==> src/rtl/mem_arbiter_if.sv <==
// Bundle of fetch, data and RAM-side signals shared by the arbiter and its requesters.
// master = requesters plus RAM model; slave = the arbiter.
interface mem_arbiter_if;
   logic        iREN;
   logic [31:0] iaddr;
   logic        iwait;
   logic [31:0] iload;
   logic        dREN;
   logic        dWEN;
   logic [31:0] daddr;
   logic [31:0] dstore;
   logic        dwait;
   logic [31:0] dload;
   logic        ramREN;
   logic        ramWEN;
   logic [31:0] ramaddr;
   logic [31:0] ramstore;
   logic [31:0] ramload;
   logic [1:0]  ramstate;
   logic        merr;

   modport master (
      output iREN, iaddr, dREN, dWEN, daddr, dstore, ramload, ramstate,
      input  iwait, iload, dwait, dload, ramREN, ramWEN, ramaddr, ramstore, merr
   );

   modport slave (
      input  iREN, iaddr, dREN, dWEN, daddr, dstore, ramload, ramstate,
      output iwait, iload, dwait, dload, ramREN, ramWEN, ramaddr, ramstore, merr
   );
endinterface

==> src/rtl/mem_arbiter.sv <==
// Two-requester RAM arbiter (data over fetch, with fetch anti-starvation); 2 cycles min per access.
// Requesters are held off via iwait/dwait until RAM reports ACCESS; RAM BUSY/FREE/ERROR stalls the grant.
module mem_arbiter #(
   parameter int STARVE_LIMIT = 8
) (
   input logic          CLK,
   input logic          nRST,
   mem_arbiter_if.slave arb_bus
);

   localparam int CW = $clog2(STARVE_LIMIT + 1);

   localparam logic [1:0] IDLE  = 2'd0;
   localparam logic [1:0] ISERV = 2'd1;
   localparam logic [1:0] DSERV = 2'd2;

   localparam logic [1:0] RS_ACCESS = 2'd2;
   localparam logic [1:0] RS_ERROR  = 2'd3;

   logic [1:0]    r_state;
   logic [1:0]    w_next;
   logic [CW-1:0] r_starve;
   logic [CW-1:0] w_starve_nxt;
   logic          w_dreq;
   logic          w_ack;
   logic          w_i_win;
   logic          w_in_i;
   logic          w_in_d;

   assign w_dreq  = arb_bus.dREN | arb_bus.dWEN;
   assign w_ack   = (arb_bus.ramstate == RS_ACCESS);
   assign w_i_win = arb_bus.iREN & (~w_dreq | (r_starve == CW'(STARVE_LIMIT)));
   assign w_in_i  = (r_state == ISERV);
   assign w_in_d  = (r_state == DSERV);

   always_comb begin
      w_next = r_state;
      case (r_state)
         IDLE: begin
            if (w_i_win)
               w_next = ISERV;
            else if (w_dreq)
               w_next = DSERV;
         end
         ISERV: begin
            if (!arb_bus.iREN || w_ack)
               w_next = IDLE;
         end
         DSERV: begin
            if (!w_dreq || w_ack)
               w_next = IDLE;
         end
         default: w_next = IDLE;
      endcase
   end

   // Counts fetch losses in IDLE; any cycle without a fetch request forgets history.
   always_comb begin
      w_starve_nxt = r_starve;
      if (!arb_bus.iREN)
         w_starve_nxt = '0;
      else if (r_state == IDLE) begin
         if (w_i_win)
            w_starve_nxt = '0;
         else if (r_starve != CW'(STARVE_LIMIT))
            w_starve_nxt = r_starve + CW'(1);
      end
   end

   always_ff @(posedge CLK or negedge nRST) begin
      if (!nRST) begin
         r_state  <= IDLE;
         r_starve <= '0;
      end else begin
         r_state  <= w_next;
         r_starve <= w_starve_nxt;
      end
   end

   // RAM drivers depend only on state and requester inputs, never on ramstate.
   assign arb_bus.ramREN   = w_in_i | (w_in_d & ~arb_bus.dWEN);
   assign arb_bus.ramWEN   = w_in_d & arb_bus.dWEN;
   assign arb_bus.ramaddr  = w_in_i ? arb_bus.iaddr : (w_in_d ? arb_bus.daddr : 32'd0);
   assign arb_bus.ramstore = w_in_d ? arb_bus.dstore : 32'd0;

   assign arb_bus.iwait = arb_bus.iREN & ~(w_in_i & w_ack);
   assign arb_bus.dwait = w_dreq & ~(w_in_d & w_ack);
   assign arb_bus.iload = w_in_i ? arb_bus.ramload : 32'd0;
   assign arb_bus.dload = w_in_d ? arb_bus.ramload : 32'd0;
   assign arb_bus.merr  = (w_in_i | w_in_d) & (arb_bus.ramstate == RS_ERROR);

endmodule

==> src/flat_wrapper.sv <==
// flat-port wrapper written by rule: the top's interface ports become plain ports
module mem_arbiter_flat 
#(
   parameter int STARVE_LIMIT = 8
)
  (CLK, nRST, arb_bus_iREN, arb_bus_iaddr, arb_bus_dREN, arb_bus_dWEN, arb_bus_daddr, arb_bus_dstore, arb_bus_ramload, arb_bus_ramstate, arb_bus_iwait, arb_bus_iload, arb_bus_dwait, arb_bus_dload, arb_bus_ramREN, arb_bus_ramWEN, arb_bus_ramaddr, arb_bus_ramstore, arb_bus_merr);
  mem_arbiter_if arb_bus_i ();
  input logic CLK;
  input logic nRST;
  input wire logic [$bits(arb_bus_i.iREN)-1:0] arb_bus_iREN;
  input wire logic [$bits(arb_bus_i.iaddr)-1:0] arb_bus_iaddr;
  input wire logic [$bits(arb_bus_i.dREN)-1:0] arb_bus_dREN;
  input wire logic [$bits(arb_bus_i.dWEN)-1:0] arb_bus_dWEN;
  input wire logic [$bits(arb_bus_i.daddr)-1:0] arb_bus_daddr;
  input wire logic [$bits(arb_bus_i.dstore)-1:0] arb_bus_dstore;
  input wire logic [$bits(arb_bus_i.ramload)-1:0] arb_bus_ramload;
  input wire logic [$bits(arb_bus_i.ramstate)-1:0] arb_bus_ramstate;
  output wire logic [$bits(arb_bus_i.iwait)-1:0] arb_bus_iwait;
  output wire logic [$bits(arb_bus_i.iload)-1:0] arb_bus_iload;
  output wire logic [$bits(arb_bus_i.dwait)-1:0] arb_bus_dwait;
  output wire logic [$bits(arb_bus_i.dload)-1:0] arb_bus_dload;
  output wire logic [$bits(arb_bus_i.ramREN)-1:0] arb_bus_ramREN;
  output wire logic [$bits(arb_bus_i.ramWEN)-1:0] arb_bus_ramWEN;
  output wire logic [$bits(arb_bus_i.ramaddr)-1:0] arb_bus_ramaddr;
  output wire logic [$bits(arb_bus_i.ramstore)-1:0] arb_bus_ramstore;
  output wire logic [$bits(arb_bus_i.merr)-1:0] arb_bus_merr;
  assign arb_bus_i.iREN = arb_bus_iREN;
  assign arb_bus_i.iaddr = arb_bus_iaddr;
  assign arb_bus_i.dREN = arb_bus_dREN;
  assign arb_bus_i.dWEN = arb_bus_dWEN;
  assign arb_bus_i.daddr = arb_bus_daddr;
  assign arb_bus_i.dstore = arb_bus_dstore;
  assign arb_bus_i.ramload = arb_bus_ramload;
  assign arb_bus_i.ramstate = arb_bus_ramstate;
  assign arb_bus_iwait = arb_bus_i.iwait;
  assign arb_bus_iload = arb_bus_i.iload;
  assign arb_bus_dwait = arb_bus_i.dwait;
  assign arb_bus_dload = arb_bus_i.dload;
  assign arb_bus_ramREN = arb_bus_i.ramREN;
  assign arb_bus_ramWEN = arb_bus_i.ramWEN;
  assign arb_bus_ramaddr = arb_bus_i.ramaddr;
  assign arb_bus_ramstore = arb_bus_i.ramstore;
  assign arb_bus_merr = arb_bus_i.merr;
  mem_arbiter #(.STARVE_LIMIT(STARVE_LIMIT)) u_core (.CLK(CLK), .nRST(nRST), .arb_bus(arb_bus_i));
endmodule
==> config.mk <==
export PLATFORM = sky130hd
export DESIGN_NAME = mem_arbiter_flat
export DESIGN_NICKNAME = d
export VERILOG_FILES = /design/src/rtl/mem_arbiter_if.sv /design/src/rtl/mem_arbiter.sv /design/src/flat_wrapper.sv
export SDC_FILE = /design/constraint.sdc
export NUM_CORES = 1
export LEC_CHECK = 0
export CAP_MARGIN = 20
export CORE_AREA = 2 2 103 105
export CTS_CLUSTER_DIAMETER = 150
export CTS_CLUSTER_SIZE = 40
export DETAILED_ROUTE_END_ITERATION = 8
export DIE_AREA = 0 0 105 107
export PLACE_DENSITY_LB_ADDON = 0.15
export SLEW_MARGIN = 10
export SYNTH_ARGS = -nofsm -noshare
export SYNTH_HDL_FRONTEND = slang
export SYNTH_SLANG_ARGS = --single-unit
==> constraint.sdc <==
create_clock -name CLK -period 1.86 [get_ports CLK]
set_clock_uncertainty 0.05 [all_clocks]
set_input_delay 0.372 -clock CLK [delete_from_list [all_inputs] [get_ports CLK]]
set_output_delay 0.372 -clock CLK [all_outputs]
set_load 0.03 [all_outputs]
==> results.sh, run 1 <==
export IMPL_gp_congestion=0.795
export IMPL_n_antenna_cell=0
export IMPL_rr_endpoint="u_core.r_state[1]"
export IMPL_avgSynthCellArea_sq_um=7.09
export IMPL_io_buffers=267
export IMPL_drv_slew=0
export IMPL_synth_compound_area_share_pct=26.2
export IMPL_cts_tree="yes"
export IMPL_routedWlPerCell_microns=15.4
export IMPL_yosysMostFrequentCell="and2_1"
export IMPL_wl_microns=9510
export IMPL_grt_max_degree=48
export IMPL_hold_class="primary input to async pin"
export IMPL_drive_above_1_share_pct=52.0
export IMPL_yosys_cell_types_count=30
export IMPL_overflow=0
export IMPL_worstSetupStartpointType="flip-flop"
export IMPL_dr_pass1_iters=4
export IMPL_die_x_microns=105
export IMPL_die_h_microns=107
export IMPL_violations="negative setup slack"
export IMPL_synth_area_mux_share_pct=0.692
export IMPL_synth_area_leaders="and2_1, a22o_1, dfrtp_1, ha_1, clkbuf_1"
export IMPL_crit_family="buffers and inverters"
export IMPL_cpPeakStageDelay_ns=0.42
export IMPL_fin_hold_ws_ns=0.344
export IMPL_antenna_found_initial=0
export IMPL_drtIter0Drc=85
export IMPL_io_pin_count=268
export IMPL_r2r_cells=8
export IMPL_die_area_sq_um=11200
export IMPL_ir_worst_vdd_mv=0.610
export IMPL_ys_ff_latch=6
export IMPL_critPathKind="flip-flop to primary output"
export IMPL_synth_top_cell_area_share_pct=42.4
export IMPL_synth_simple_area_share_pct=51.2
export IMPL_grt_first_pass_wirelength_microns=12700
export IMPL_syn_inst=204
export IMPL_start_util_pct=14.3
export IMPL_cp_arrival_ns=1.65
export IMPL_critPathSlowestCell="dfrtp_1"
export IMPL_hpwl_microns=7260
export IMPL_reg2reg_from="u_core.r_state[1]"
export IMPL_ys_seq_area_share_pct=10.4
export IMPL_maxSlewHeadroom_pct=78.0
export IMPL_postRouteAntennaNets=0
export IMPL_holdBufCountCts=0
export IMPL_path_cells="inv_2 > ha_4 > nor2b_4 > buf_12 > clkbuf_16 > a22o_2 > buf_6"
export IMPL_fp_row_count=37
export IMPL_area_delta_synth_final_pct=235
export IMPL_synth_ff_type="dfrtp_1"
export IMPL_setup_viol=128
export IMPL_crit_required_ns=1.44
export IMPL_synth_commonest_cells="and2_1, a22o_1, clkbuf_1"
export IMPL_layout_nets=623
export IMPL_synth_top_family_by_area="simple AND/OR/NAND/NOR gates"
export IMPL_clkSlewWorstSetupHoldPaths_ns=0.04
export IMPL_timing_final_crit_share_pct=111
export IMPL_fmax_mhz=483
export IMPL_synth_top_area_cell="and2_1"
export IMPL_reg2reg_slack_ns=0.12
export IMPL_rsz0062_at_grt="true"
export IMPL_path_buf_inv=4
export IMPL_cts_sinks=6
export IMPL_fin_crit_ns=2.07
export IMPL_power_leakage_nw=2.26
export IMPL_power_density_nw_per_um2=1260
export IMPL_final_setup_worst_slack_ns=-0.212
export IMPL_yosysWarnings=0
export IMPL_finalSetupTns_ns=-11.92
export IMPL_insertion_delay_ns=0.22
export IMPL_status="finished, violations left"
export IMPL_grt_pass1_vias=2401
export IMPL_cts_buffers=3
export IMPL_async_flop_share_pct=100
export IMPL_worst_pin_slew_ns=0.329
export IMPL_final_hold_violation_count=0
export IMPL_synthesis_area_sq_um=1450
export IMPL_grt_usage_pct=13.8
export IMPL_end_kind="primary output"
export IMPL_core_sq_um=10100
export IMPL_drt_vias_per_instance=4.13
export IMPL_root_buffer="clkbuf_8"
export IMPL_htree_num_levels=1
export IMPL_cts_buffer_depth=2
export IMPL_synth_edf_count=0
export IMPL_vias=2551
export IMPL_crit_path_max_fanout=7
export IMPL_synth_xor_area_share_pct=0
export IMPL_synth_fa_ha_area_share_pct=4.33
export IMPL_drc_errors=0
export IMPL_drv_cap=0
export IMPL_synthesis_nets=344
-- sequential cells by signal, indices dropped and copies added (netlist names) --
signal / cells
u_core.r_state: 2
u_core.r_starve: 4
-- kinds of logic (layout without fill, tap and decap cells) --
family | after synthesis | count (layout)
AND/OR/NAND/NOR | 119 | 119
AO/OA/AOI/OAI | 48 | 48
buffers and inverters | 25 | 302
flip-flops | 6 | 6
adder cells (fa/ha/maj) | 5 | 5
multiplexers | 1 | 1
-- worst max path at each step --
stage	from	to	slack [ns]	depth (start not counted)
after floorplan	u_core.r_state[0]	arb_bus_ramaddr[30]	-0.02	5
after global placement	arb_bus_dWEN	u_core.r_starve[2]	0.06	5
after detailed placement	arb_bus_dWEN	u_core.r_starve[2]	0.02	5
after CTS	u_core.r_state[1]	arb_bus_ramaddr[2]	-0.15	6
after global routing	u_core.r_state[0]	arb_bus_ramaddr[18]	-0.26	7
final	u_core.r_state[0]	arb_bus_ramaddr[17]	-0.21	7
-- report_power, final --
part | internal (mW) | switching [mW]
combinational | 2.75 | 2.95
sequential | 0.160 | 0.0337
clock | 0.139 | 0.0543
total | 3.05 | 3.04
-- metrics by stage --
step	power, mW	area [sq um]	utilization [%]	worst slack [ns]	instances
after floorplan	2.96	1520	-	-0.0178	204
final	6.09	4840	48.0	-0.212	617
after global routing	6.39	4840	48.0	-0.263	617
after CTS	5.26	4250	42.1	-0.146	607
after global placement	5.00	4170	41.3	0.0593	604
after detailed placement	5.00	4170	41.3	0.0216	604
-- metal layers --
layer	global-route usage, %	wire [microns]
met3	3.22	642
met5	0	0
met1	16.5	3540
met2	25.8	5290
met4	1.33	40
-- cell type report --
class / instances / area [sq um]
fillers: 974 / 5250
multi-input cells: 173 / 1470
inverters: 6 / 22.5
well taps: 136 / 170
repair buffers: 293 / 2990
clock buffers: 3 / 41.3
flip-flops and latches: 6 / 150
-- cells in the final DEF (no fill, tap or decap), drive strengths merged, types with 5 or more instances in the layout --
| cell | instances |
|---|---|
| a22o | 32 |
| and2 | 99 |
| o21ai | 7 |
| clkdlybuf4s50 | 134 |
| ha | 5 |
| inv | 6 |
| nand2 | 5 |
| clkbuf | 6 |
| buf | 156 |
| dfrtp | 6 |
-- what timing repair did --
| item | CTS | global route |
|---|---|---|
| pin swaps | 0 | 1 |
| cloned | 0 | 4 |
| resized for setup | 10 | 122 |
| hold endpoints to repair | 0 | 0 |
| setup endpoints to repair | 132 | 133 |
| setup buffers | 0 | 6 |
Note: power is estimated with default switching activity, not from simulation.
==> run 2, diff against run 1 <==
--- a/config.mk
+++ b/config.mk
@@ -5,12 +5,14 @@
 export SDC_FILE = /design/constraint.sdc
 export NUM_CORES = 1
 export LEC_CHECK = 0
+export ABC_AREA = 1
 export CAP_MARGIN = 20
-export CORE_AREA = 2 2 103 105
+export CORE_AREA = 2 2 105 107
 export CTS_CLUSTER_DIAMETER = 150
 export CTS_CLUSTER_SIZE = 40
 export DETAILED_ROUTE_END_ITERATION = 8
-export DIE_AREA = 0 0 105 107
+export DIE_AREA = 0 0 107 109
+export GPL_TIMING_DRIVEN = 0
 export PLACE_DENSITY_LB_ADDON = 0.15
 export SLEW_MARGIN = 10
 export SYNTH_ARGS = -nofsm -noshare
==> results.sh, run 2 <==
export IMPL_root_buffer="clkbuf_8"
export IMPL_fin_area_sq_um=5380
export IMPL_async_flop_share_pct=100
export IMPL_status="finished, violations left"
export IMPL_io_pin_count=268
export IMPL_dp_cells=778
export IMPL_start_util_pct=16.5
export IMPL_ir_worst_vdd_mv=0.585
export IMPL_critPathKind="flip-flop to primary output"
export IMPL_timing_final_crit_share_pct=103
export IMPL_synth_top_cell_area_share_pct=36.7
export IMPL_final_common_cell="clkdlybuf4s50_1"
export IMPL_dr_pass1_iters=4
export IMPL_yosysWarnings=0
export IMPL_io_buffers=267
export IMPL_gp_congestion=0.890
export IMPL_p_total_mw=6.11
export IMPL_yosys_cell_types_count=19
export IMPL_syn_inst=371
export IMPL_layout_common_cells="clkdlybuf4s50_1, nand2_1, buf_6"
export IMPL_grt_usage_pct=17.4
export IMPL_n_antenna_cell=0
export IMPL_fp_row_count=38
export IMPL_clkSlewWorstSetupHoldPaths_ns=0.03
export IMPL_synth_edf_count=0
export IMPL_fillers=1067
export IMPL_insertion_delay_ns=0.22
export IMPL_fmax_mhz=523
export IMPL_yosysMostFrequentCell="nand2_1"
export IMPL_worst_pin_slew_ns=0.264
export IMPL_violations="negative setup slack"
export IMPL_power_density_nw_per_um2=1140
export IMPL_avgSynthCellArea_sq_um=4.71
export IMPL_core_sq_um=10600
export IMPL_synth_top_area_cell="nand2_1"
export IMPL_routedWlPerCell_microns=14.3
export IMPL_drive_above_1_share_pct=42.6
export IMPL_maxSlewHeadroom_pct=82.4
export IMPL_largest_register_ff_count=4
export IMPL_drv_cap=0
export IMPL_drt_vias_per_instance=3.97
export IMPL_worstSetupStartpointType="flip-flop"
export IMPL_grt_first_pass_wirelength_microns=15900
export IMPL_die_x_microns=107
export IMPL_seqCellArea_sq_um=150
export IMPL_synthesis_nets=511
export IMPL_holdBufCountCts=0
export IMPL_cts_buffer_depth=2
export IMPL_cp_arrival_ns=1.49
export IMPL_rsz0062_at_grt="true"
export IMPL_hpwl_microns=9090
export IMPL_dpl_cell_area_sq_um=4600
export IMPL_antenna_found_initial=0
export IMPL_wl_microns=11400
export IMPL_die_area_sq_um=11700
export IMPL_synth_commonest_cells="nand2_1, inv_1, nand3_1"
export IMPL_regMostFlops="u_core.r_starve"
export IMPL_vias=3167
export IMPL_synth_ff_type="dfrtp_1"
export IMPL_overflow=0
export IMPL_drtIter0Drc=137
export IMPL_htree_num_levels=1
export IMPL_die_h_microns=109
export IMPL_fin_crit_ns=1.91
export IMPL_place_ws_ns=-0.514
export IMPL_synthesis_area_sq_um=1750
export IMPL_reg_largest_list="u_core.r_starve: 4 flops, u_core.r_state: 2 flops"
export IMPL_setup_viol=78
export IMPL_drc_errors=0
export IMPL_hold_class="primary input to async pin"
export IMPL_cts_tree="yes"
export IMPL_instances_no_fill=797
export IMPL_ys_ff_latch=6
export IMPL_cts_buffers=3
export IMPL_drv_slew=0
export IMPL_power_leakage_nw=3.24
export IMPL_end_kind="primary output"
export IMPL_crit_path_max_fanout=7
export IMPL_grt_max_degree=11
export IMPL_synth_area_leaders="nand2_1, inv_1, nand3_1, dfrtp_1, buf_6"
export IMPL_multiInputGateArea_sq_um=1330
export IMPL_cts_sinks=6
export IMPL_crit_required_ns=1.44
export IMPL_final_hold_violation_count=0
export IMPL_area_delta_synth_final_pct=207
export IMPL_ys_seq_area_share_pct=8.58
export IMPL_layout_nets=799
export IMPL_postRouteAntennaNets=0
export IMPL_final_setup_worst_slack_ns=-0.0532
export IMPL_grt_pass1_vias=2788
run 2: stage by stage:
| step | setup TNS (ns) | hold slack, ns | utilization, % |
|---|---|---|---|
| after floorplan | 0 | 0.0264 | - |
| after global placement | -51.73 | 0.453 | 43.4 |
| after detailed placement | -54.61 | 0.453 | 43.4 |
| after CTS | -2.92 | 0.347 | 46.6 |
| after global routing | -10.19 | 0.364 | 50.7 |
| final | -2.12 | 0.343 | 50.7 |
run 2: path summary, 6_finish.rpt:
check	start	cells past startpoint	slack, ns	to
max	u_core.r_state[0]	8	-0.05	arb_bus_ramstore[29]
min in group CLK	u_core.r_starve[0]	1	0.49	u_core.r_starve[0]
max reg2reg	u_core.r_state[1]	7	0.49	u_core.r_state[0]
min reg2reg	u_core.r_starve[0]	1	0.49	u_core.r_starve[0]
min	nRST	1	0.34	u_core.r_starve[3]
max in group asynchronous	nRST	1	1.21	u_core.r_starve[2]
run 2: logic make-up after synthesis:
family	after synthesis	synth area share (%)
simple gates	214	50.1
buf+inv	135	34.0
xor+xnor	2	1.00
flops	6	8.58
compound gates	9	2.72
fa+ha+maj	5	3.58
run 2: layout make-up:
cell class                      instances  share of cell area (%)
Buffer                                 20                    5.37
Multi-Input combinational cell        230                    24.6
Inverter                              114                    8.10
Timing Repair Buffer                  284                    55.1
Sequential cell                         6                    2.79
Clock buffer                            3                   0.768
Tap cell                              140                    3.26
run 2: worst max-delay path, stage by stage (launching register included):
cell and delay [ns]:
dfrtp_1 0.39, inv_2 0.08, ha_4 0.14, buf_12 0.14, buf_12 0.14, buf_8 0.14
nand2_2 0.05, inv_2 0.05, buf_6 0.12
run 2: where the power goes:
group,switching [mW],internal [mW]
logic,3.22,2.50
registers,0.0350,0.161
clock network,0.0492,0.138
run 2: repair_timing:
item	CTS	global route
pin swaps	11	13
gates resized for setup	961	119
endpoints found under the setup margin	133	132
buffers inserted	5	3
gates cloned	6	4
run 2: routing by layer:
metal	part of all wire (%)	track usage, %	routed length, microns	vias up
li1	-	-	-	1629
met1	38	19.9	4360	1423
met2	54	33.5	6180	107
met3	7.3	4.78	830	8
met4	0.55	1.21	63	0
met5	0	0	0	-
